File: src/rtl/gfifo_control.sv
// Difftest step bridge: queues per-cycle commit counts, drains them to the host
// over valid/ready, folds host verdicts into sticky simv_result. Optional GFIFO_STAT_EN.
module gfifo_control #(
  parameter int STEP_WIDTH      = 8,
  parameter int DEPTH           = 16,
  parameter int MAX_OUTSTANDING = 4
) (
  input  logic                    clock,
  input  logic                    reset,
  input  logic [STEP_WIDTH-1:0]   step,
  output logic                    simv_result,
  output logic                    host_req_valid,
  output logic [STEP_WIDTH-1:0]   host_req_step,
  input  logic                    host_req_ready,
  input  logic                    host_resp_valid,
  input  logic                    host_resp_fail,
  output logic [$clog2(DEPTH):0]  fifo_count
`ifdef GFIFO_STAT_EN
  ,output logic [63:0]            stat_total_steps
  ,output logic [31:0]            stat_requests
`endif
);

  localparam int PTR_W = $clog2(DEPTH);
  localparam int CNT_W = PTR_W + 1;
  localparam int OUT_W = $clog2(MAX_OUTSTANDING + 1);

  logic [STEP_WIDTH-1:0] mem_q [DEPTH];
  logic [PTR_W-1:0]      wr_ptr_q, wr_ptr_d;
  logic [PTR_W-1:0]      rd_ptr_q, rd_ptr_d;
  logic [CNT_W-1:0]      count_q, count_d;
  logic [OUT_W-1:0]      outstanding_q, outstanding_d;
  logic                  overflow_q, overflow_d;
  logic                  result_q, result_d;

  logic push_req, push_ok, pop, full, empty, ovf_evt, resp_err;

  always_comb begin
    full     = (count_q == CNT_W'(DEPTH));
    empty    = (count_q == '0);
    push_req = (step != '0);
    host_req_valid = !empty && (outstanding_q < OUT_W'(MAX_OUTSTANDING)) && !result_q;
    host_req_step  = mem_q[rd_ptr_q];
    pop      = host_req_valid && host_req_ready;
    // A pop in the same cycle frees the slot, so a full FIFO can still accept.
    push_ok  = push_req && (!full || pop);
    ovf_evt  = push_req && full && !pop;
    resp_err = host_resp_valid && (host_resp_fail || (outstanding_q == '0));
  end

  always_comb begin
    wr_ptr_d      = push_ok ? wr_ptr_q + PTR_W'(1) : wr_ptr_q;
    rd_ptr_d      = pop ? rd_ptr_q + PTR_W'(1) : rd_ptr_q;
    count_d       = count_q + CNT_W'(push_ok) - CNT_W'(pop);
    overflow_d    = overflow_q || ovf_evt;
    result_d      = result_q || overflow_q || ovf_evt || resp_err;
    outstanding_d = outstanding_q;
    if (pop && !host_resp_valid)
      outstanding_d = outstanding_q + OUT_W'(1);
    else if (!pop && host_resp_valid && (outstanding_q != '0))
      outstanding_d = outstanding_q - OUT_W'(1);
  end

  always_ff @(posedge clock) begin
    if (!reset) begin
      wr_ptr_q      <= '0;
      rd_ptr_q      <= '0;
      count_q       <= '0;
      outstanding_q <= '0;
      overflow_q    <= 1'b0;
      result_q      <= 1'b0;
    end else begin
      wr_ptr_q      <= wr_ptr_d;
      rd_ptr_q      <= rd_ptr_d;
      count_q       <= count_d;
      outstanding_q <= outstanding_d;
      overflow_q    <= overflow_d;
      result_q      <= result_d;
    end
  end

  // Storage carries no reset; occupancy alone decides what is valid.
  always_ff @(posedge clock) begin
    if (reset && push_ok) mem_q[wr_ptr_q] <= step;
  end

  assign simv_result = result_q;
  assign fifo_count  = count_q;

`ifdef GFIFO_STAT_EN
  logic [63:0] total_q, total_d;
  logic [31:0] reqs_q, reqs_d;

  always_comb begin
    total_d = push_ok ? total_q + 64'(step) : total_q;
    reqs_d  = pop ? reqs_q + 32'd1 : reqs_q;
  end

  always_ff @(posedge clock) begin
    if (!reset) begin
      total_q <= '0;
      reqs_q  <= '0;
    end else begin
      total_q <= total_d;
      reqs_q  <= reqs_d;
    end
  end

  assign stat_total_steps = total_q;
  assign stat_requests    = reqs_q;
`endif

endmodule

File: config.mk
export PLATFORM = sky130hd
export DESIGN_NAME = gfifo_control
export DESIGN_NICKNAME = d
export VERILOG_FILES = /design/src/rtl/gfifo_control.sv
export SDC_FILE = /design/constraint.sdc
export NUM_CORES = 1
export LEC_CHECK = 0
export CELL_PAD_IN_SITES_DETAIL_PLACEMENT = 0
export CELL_PAD_IN_SITES_GLOBAL_PLACEMENT = 1
export CORE_ASPECT_RATIO = 0.5
export CORE_UTILIZATION = 50
export DETAILED_ROUTE_END_ITERATION = 8
export PLACE_DENSITY = 0.8
export SLEW_MARGIN = 30
export SYNTH_ARGS = -nofsm -noshare
export SYNTH_HDL_FRONTEND = slang
export SYNTH_SLANG_ARGS = --single-unit
File: constraint.sdc
create_clock -name clock -period 3.3 [get_ports clock]
set_clock_uncertainty 0.2 [all_clocks]
set_input_delay 0.495 -clock clock [delete_from_list [all_inputs] [get_ports clock]]
set_output_delay 0.495 -clock clock [all_outputs]
set_load 0.05 [all_outputs]
# Word-level counts from Yosys, hierarchy flattened
# Memories as Yosys holds them, arrays and structs flattened. A register that Yosys moved wholly into a read port is not among the register bits.
# Cells that the tools add are included.
# classes
n_lt_le_gt_ge,1
n_addsub,6
n_mux,6
n_reduce_logical,27
n_eq_ne,1
# op_table
operator,n
$logic_and 1x1->1,11
$add 4x1->4 const B,2
$mux 4,2
$reduce_bool 8->1,1
$logic_or 1x1->1,6
$mux 3,2
$add 5x1->5,1
$eq 5x5->1 const B,1
$logic_not 1->1,5
$logic_not 5->1,1
$sub 5x1->5,1
$add 3x1->3 const B,1
$logic_not 3->1,1
$lt 3x3->1 const B,1
$reduce_bool 3->1,1
$sub 3x1->3 const B,1
$mux 1,2
$reduce_bool 2->1,1
# totals
out_inout_bits,15
ramBits,128
wordCells,48
ff_bits,18
n_memories,1
in_bits,13
# memory_table
memory,words,width,rd,rd_ports_with_merged_regs,wr,line_no,text
mem_q,16,8,1,1,1,28,logic [STEP_WIDTH-1:0] mem_q [DEPTH];

# Depth between registers and ports, before layout
# Gate-level depths: netlist of the first run.
# depth
word_depth,10
ltp_mapped,14
depth_no_buf,13

# Worst setup path before layout of the first run
# No wires, ideal clock.
# synth_timing
path_kind,reg2reg
start,register count_q[2] (netlist: fifo_count[2])
end,register count_q[4] (netlist: fifo_count[4])
setup_time_ps,121
t_arrival_ps,2922
path_slack_ps,57
required_time_ps,2979
stages_incl_launch_ff,15
synth_period_minus_slack_ps,3243
n_path_buf,1
cell_sequence,dfxtp_1 inv_1 ha_1 nor4b_2 or2_1 buf_6 or2_4 o21ai_2 ha_1 inv_1 fa_1 nand2b_1 a21oi_1 o21ai_0 nor3b_1
# synth_via
elab_chain_len,9
elab_cells_between_ends,11
classes_between,add/sub (2); eq/ne (1); reduce/logical (8)
# synth_lines
item,line_no,text
"start, declared",31,"logic [CNT_W-1:0] count_q, count_d;"
"start signal, assigned",75,count_q <= count_d;
$logic_not 5->1,40,empty = (count_q == '0);
$logic_not 1->1,42,host_req_valid = !empty && (outstanding_q < OUT_W'(MAX_OUTSTANDING)) && !result_q;
$logic_and 1x1->1 (2 in a row),42,
$logic_and 1x1->1,44,pop = host_req_valid && host_req_ready;
$logic_or 1x1->1,46,push_ok = push_req && (!full || pop);
$logic_and 1x1->1,46,
$add 5x1->5,54,count_d = count_q + CNT_W'(push_ok) - CNT_W'(pop);
$sub 5x1->5 (*),54,
# Every way passes the cells marked *; elsewhere a longest branch is shown, timed or not.
# A chain may end at the register's enable or synchronous reset.

# Final worst setup path of the first run
# layout_timing
start,input step[0]
end,register count_q[4] (netlist: fifo_count[4])
# layout_via
elab_chain_len,4
# layout_lines
item,line_no,text
"start, declared",10,"input logic [STEP_WIDTH-1:0] step,"
$reduce_bool 8->1,41,push_req = (step != '0);
$logic_and 1x1->1,46,
$add 5x1->5,54,
$sub 5x1->5,54,
# No other way between the ends.

==> run_results.csv, run 1 <==
group,metric,value,unit
sta,final-max-slew-violation-count,0,
sta,slew-limit-headroom,45.34,%
clocking,post-cts-setup-buffer-count,0,
clocking,ctsResizeCount,0,
power,seq_power_share,39.7,%
setup_path,path_buf_inv,3,
sta,fin_crit_sh,94.63,%
detailed_routing,wl,12140,um
logic_synthesis,ys_ff_latch,150,
power,p_int,4008,uW
sta,final.min_clock_period,3123,ps
logic_synthesis,synth_area_per_cell,17.64,um^2
logic_synthesis,synth_edf_count,128,
detailed_routing,drt_pre_antenna_iters,5,
logic_synthesis,ys_top_cells_by_area,"edfxtp_1 (64%), mux4_2 (12%), dfxtp_1 (7.3%)",
logic_synthesis,synth_area,6050,um^2
die,core,11380,um^2
setup_path,reg2regPathDepth,14,
placed_design,port_buffers,27,
setup_path,path_delay_family,"simple AND/OR/NAND/NOR gates",
min_path,hp-class,"reg2reg",
global_routing,grt_max_degree,33,
clocking,cts_hold_buf,0,
detailed_routing,vias,3307,
die,fp-row-count,27,
setup_path,cpMaxStageDelayCell,"clkdlybuf4s50_1",
sta,hold_violations,0,
final_layout,fin_nets,435,
clocking,cts_tree,"built",
logic_synthesis,seq_area_frac_synth,70.82,%
final_layout,fin_util,64.00,%
clocking,clkLatencyLatePin,420,ps
global_routing,grt_pass1_vias,3419,
logic_synthesis,synth_area_leader_cell,"edfxtp_1",
die,die_w,157.6,um
power,cellLeakagePower,0.002482,uW
final_layout,fill_cells,772,
final_layout,antennaDiodeCount,0,
setup_path,cpPeakStageDelay,490,ps
setup_path,r2r-end,"fifo_count[4]$_SDFF_PN0_",
detailed_routing,post_drt_wl_per_cell,20.86,um
setup_path,r2r_start,"fifo_count[2]$_SDFF_PN0_",
logic_synthesis,synth_top_family_by_area,"multiplexers",
setup_path,cp_max_fo,2,
global_routing,track_usage,21.89,%
setup_path,cp-end-kind,"register",
sta,rsz0062_at_grt,"no",
power,p_comb_share,28.8,%
final_layout,syn2layout_area_growth,20.43,%
logic_synthesis,synth_fp_nets,368,
min_path,holdPathEnd,"overflow_q$_SDFF_PN0_",
sta,finalSetupViolations,0,
global_routing,grt_pass1_wl,18820,um
logic_synthesis,synthAdderAreaFrac,2.730,%
power,ir_drop,0.0005741,V
logic_synthesis,synth_compound_area_share,3.454,%
flow_run,drv_cap,0,
clocking,cts.path.max_buffers,2,
logic_synthesis,synthXorXnorAreaFrac,1.158,%
detailed_routing,drtIter0Drc,285,
placed_design,gp_congestion,0.8119,
logic_synthesis,yosys.cell_types.count,40,
setup_path,r2r_setup_slack,300,ps
logic_synthesis,synth_flop_cell,"edfxtp_1",
setup_path,cp-start-kind,"input pin",
logic_synthesis,netlist_instances,343,
final_layout,drive_above_1_share,27.66,%
logic_synthesis,synth_simple_gate_area_share,6.867,%
power,powerDensity,806.8,nW/um^2
setup_path,path_class,"in2reg",
global_routing,overflow,0,
die,start_util,53.14,%
die,die_area,12570,um^2
setup_path,required,3420,ps
detailed_routing,drtAntennaViolNets,0,
power,power.total,5878,uW
power,p_sw_share,31.81,%
global_routing,antenna_found_initial,0,
setup_path,path_cells,"clkdlybuf4s50_1 > nor4_1 > buf_4 > nand2_1 > or2_4 > o21ai_2 > ha_1 > inv_1 > fa_1 > nand2b_1 > a21oi_1 > nor3_1 > nor3b_1",
detailed_routing,drc_errors,0,
clocking,cts_sinks,150,
placed_design,hpwlAfterDp,7869,um
logic_synthesis,synth_top_area_share,63.54,%
logic_synthesis,synth_mux_area_share,12.91,%
min_path,hp-start,"overflow_q$_SDFF_PN0_",
clocking,cts_made_buffers,17,
clocking,clock-root-buffer,"clkbuf_16",
sta,fmax,0.3202,GHz
die,io_pins,28,
clocking,clkTransAtPathRegs,60,ps
final_layout,seq_area,4285,um^2
sta,worst_pin_slew,818.2,ps
final_layout,multi_input_area,1649,um^2
min_path,holdPathStages,2,
logic_synthesis,synth-async-reset-ratio,0,%
clocking,cts.htree.levels,4,
detailed_routing,vias_per_cell,5.682,
setup_path,arrival,3240,ps
die,dieHeight,79.78,um
run_status,status,"completed",
power,switching_power,1870,uW
logic_synthesis,ys_warn_count,0,
power,clockPowerShare,31.5,%
[registers in the layout, indices dropped and copies added (netlist names), named ones only]
signal / cells
mem_q: 128
overflow_q: 1
fifo_count: 5
outstanding_q: 3
wr_ptr_q: 4
rd_ptr_q: 4
simv_result: 1
[worst register-to-register path: cells and delay by family (launching register included)]
family	cells	cell delay (ps)
simple gates	6	1070
fa+ha+maj	3	700
flops	1	330
buf+inv	3	310
compound gates	2	290
[cell type report]
type / count / area share (%)
clock inverter: 15 / 1.941
clock buffer: 17 / 5.839
multi-input combinational: 165 / 22.63
sequential: 150 / 58.82
timing repair buffer: 64 / 7.419
tap: 159 / 2.731
inverter: 12 / 0.6182
[stage by stage]
step	hold WS [ps]	area (um^2)	setup slack [ps]	cells	setup TNS (ps)
finish	265.6	7286	177.1	582	0
global route	294.9	7286	18.43	582	0
CTS	272.2	7277	152.8	582	0
detailed placement	257.5	6710	-159.6	550	-159.6
global placement	248.9	6710	-71.74	550	-71.74
floorplan	224.5	6050	57.43	343	0
[placed cells by master (no fill, tap or decap), drive strengths merged, types with 2 or more instances in the layout]
cell type,netlist,routed
nor3b,3,3
a31oi,2,2
clkbuf,8,17
fa,2,2
xnor2,6,6
nor4,10,10
nand2,25,25
edfxtp,128,128
clkinvlp,0,3
nor3,13,13
mux2i,6,6
buf,8,45
and2,2,2
xor2,2,2
inv,11,18
or2,2,2
clkinv,1,5
ha,10,10
a21oi,3,3
nor2,12,12
clkdlybuf4s50,0,19
nor2b,3,3
a22oi,18,18
nand2b,4,4
mux4,32,32
o21ai,3,3
dfxtp,22,22
[power by group through the flow]
| stage | combinational (uW) | clock, uW | sequential [uW] |
|---|---|---|---|
| 2_1_floorplan | 1140 | 0 | 2440 |
| 3_3_place_gp | 1650 | 0 | 2360 |
| 3_5_place_dp | 1690 | 0 | 2370 |
| 4_1_cts | 1700 | 1880 | 2330 |
| 5_1_grt | 1830 | 1970 | 2350 |
| 6_report | 1690 | 1850 | 2340 |
[layer usage]
layer  track usage, %  share of wire (%)  vias to the layer above  routed length (um)
li1                 -                  -                     1493                   -
met1            29.01                 43                     1662                5224
met3            5.592                7.0                       27                 846
met2            34.69                 48                      125                5796
met5                0                  0                        -                   0
met4            9.320                2.3                        0                 276
[cells in the mapped netlist, types with 8 or more instances]
cell type,n
a22oi_1,16
dfxtp_1,22
nor2_1,12
nor4_1,10
clkbuf_1,8
nand2_1,24
nor3_1,12
mux4_2,32
inv_1,11
edfxtp_1,128
ha_1,10
[worst max path at each step]
stage                        startpoint                  endpoint  cells after the start
6_report                        step[0]  fifo_count[4]$_SDFF_PN0_                     13
5_1_grt                         step[0]  fifo_count[4]$_SDFF_PN0_                     13
4_1_cts        fifo_count[2]$_SDFF_PN0_  fifo_count[4]$_SDFF_PN0_                     14
3_5_place_dp                    step[0]  fifo_count[4]$_SDFF_PN0_                     13
3_3_place_gp                    step[7]  fifo_count[4]$_SDFF_PN0_                     13
2_1_floorplan  fifo_count[2]$_SDFF_PN0_  fifo_count[4]$_SDFF_PN0_                     14
[cells by family after synthesis]
kind of cell | Yosys count
flip-flops | 150
AND/OR/NAND/NOR | 79
XOR/XNOR | 8
AO/OA/AOI/OAI | 28
buffers and inverters | 28
adder cells (fa/ha/maj) | 12
multiplexers | 38
(Power assumes the default switching activity.)
==> run 2: changes to the inputs <==
Settings changed: HOLD_SLACK_MARGIN from default to 0.12, TNS_END_PERCENT from default to 50.
==> results of run 2 <==
Final layout, timing and power as in run 1 (identical DEF).
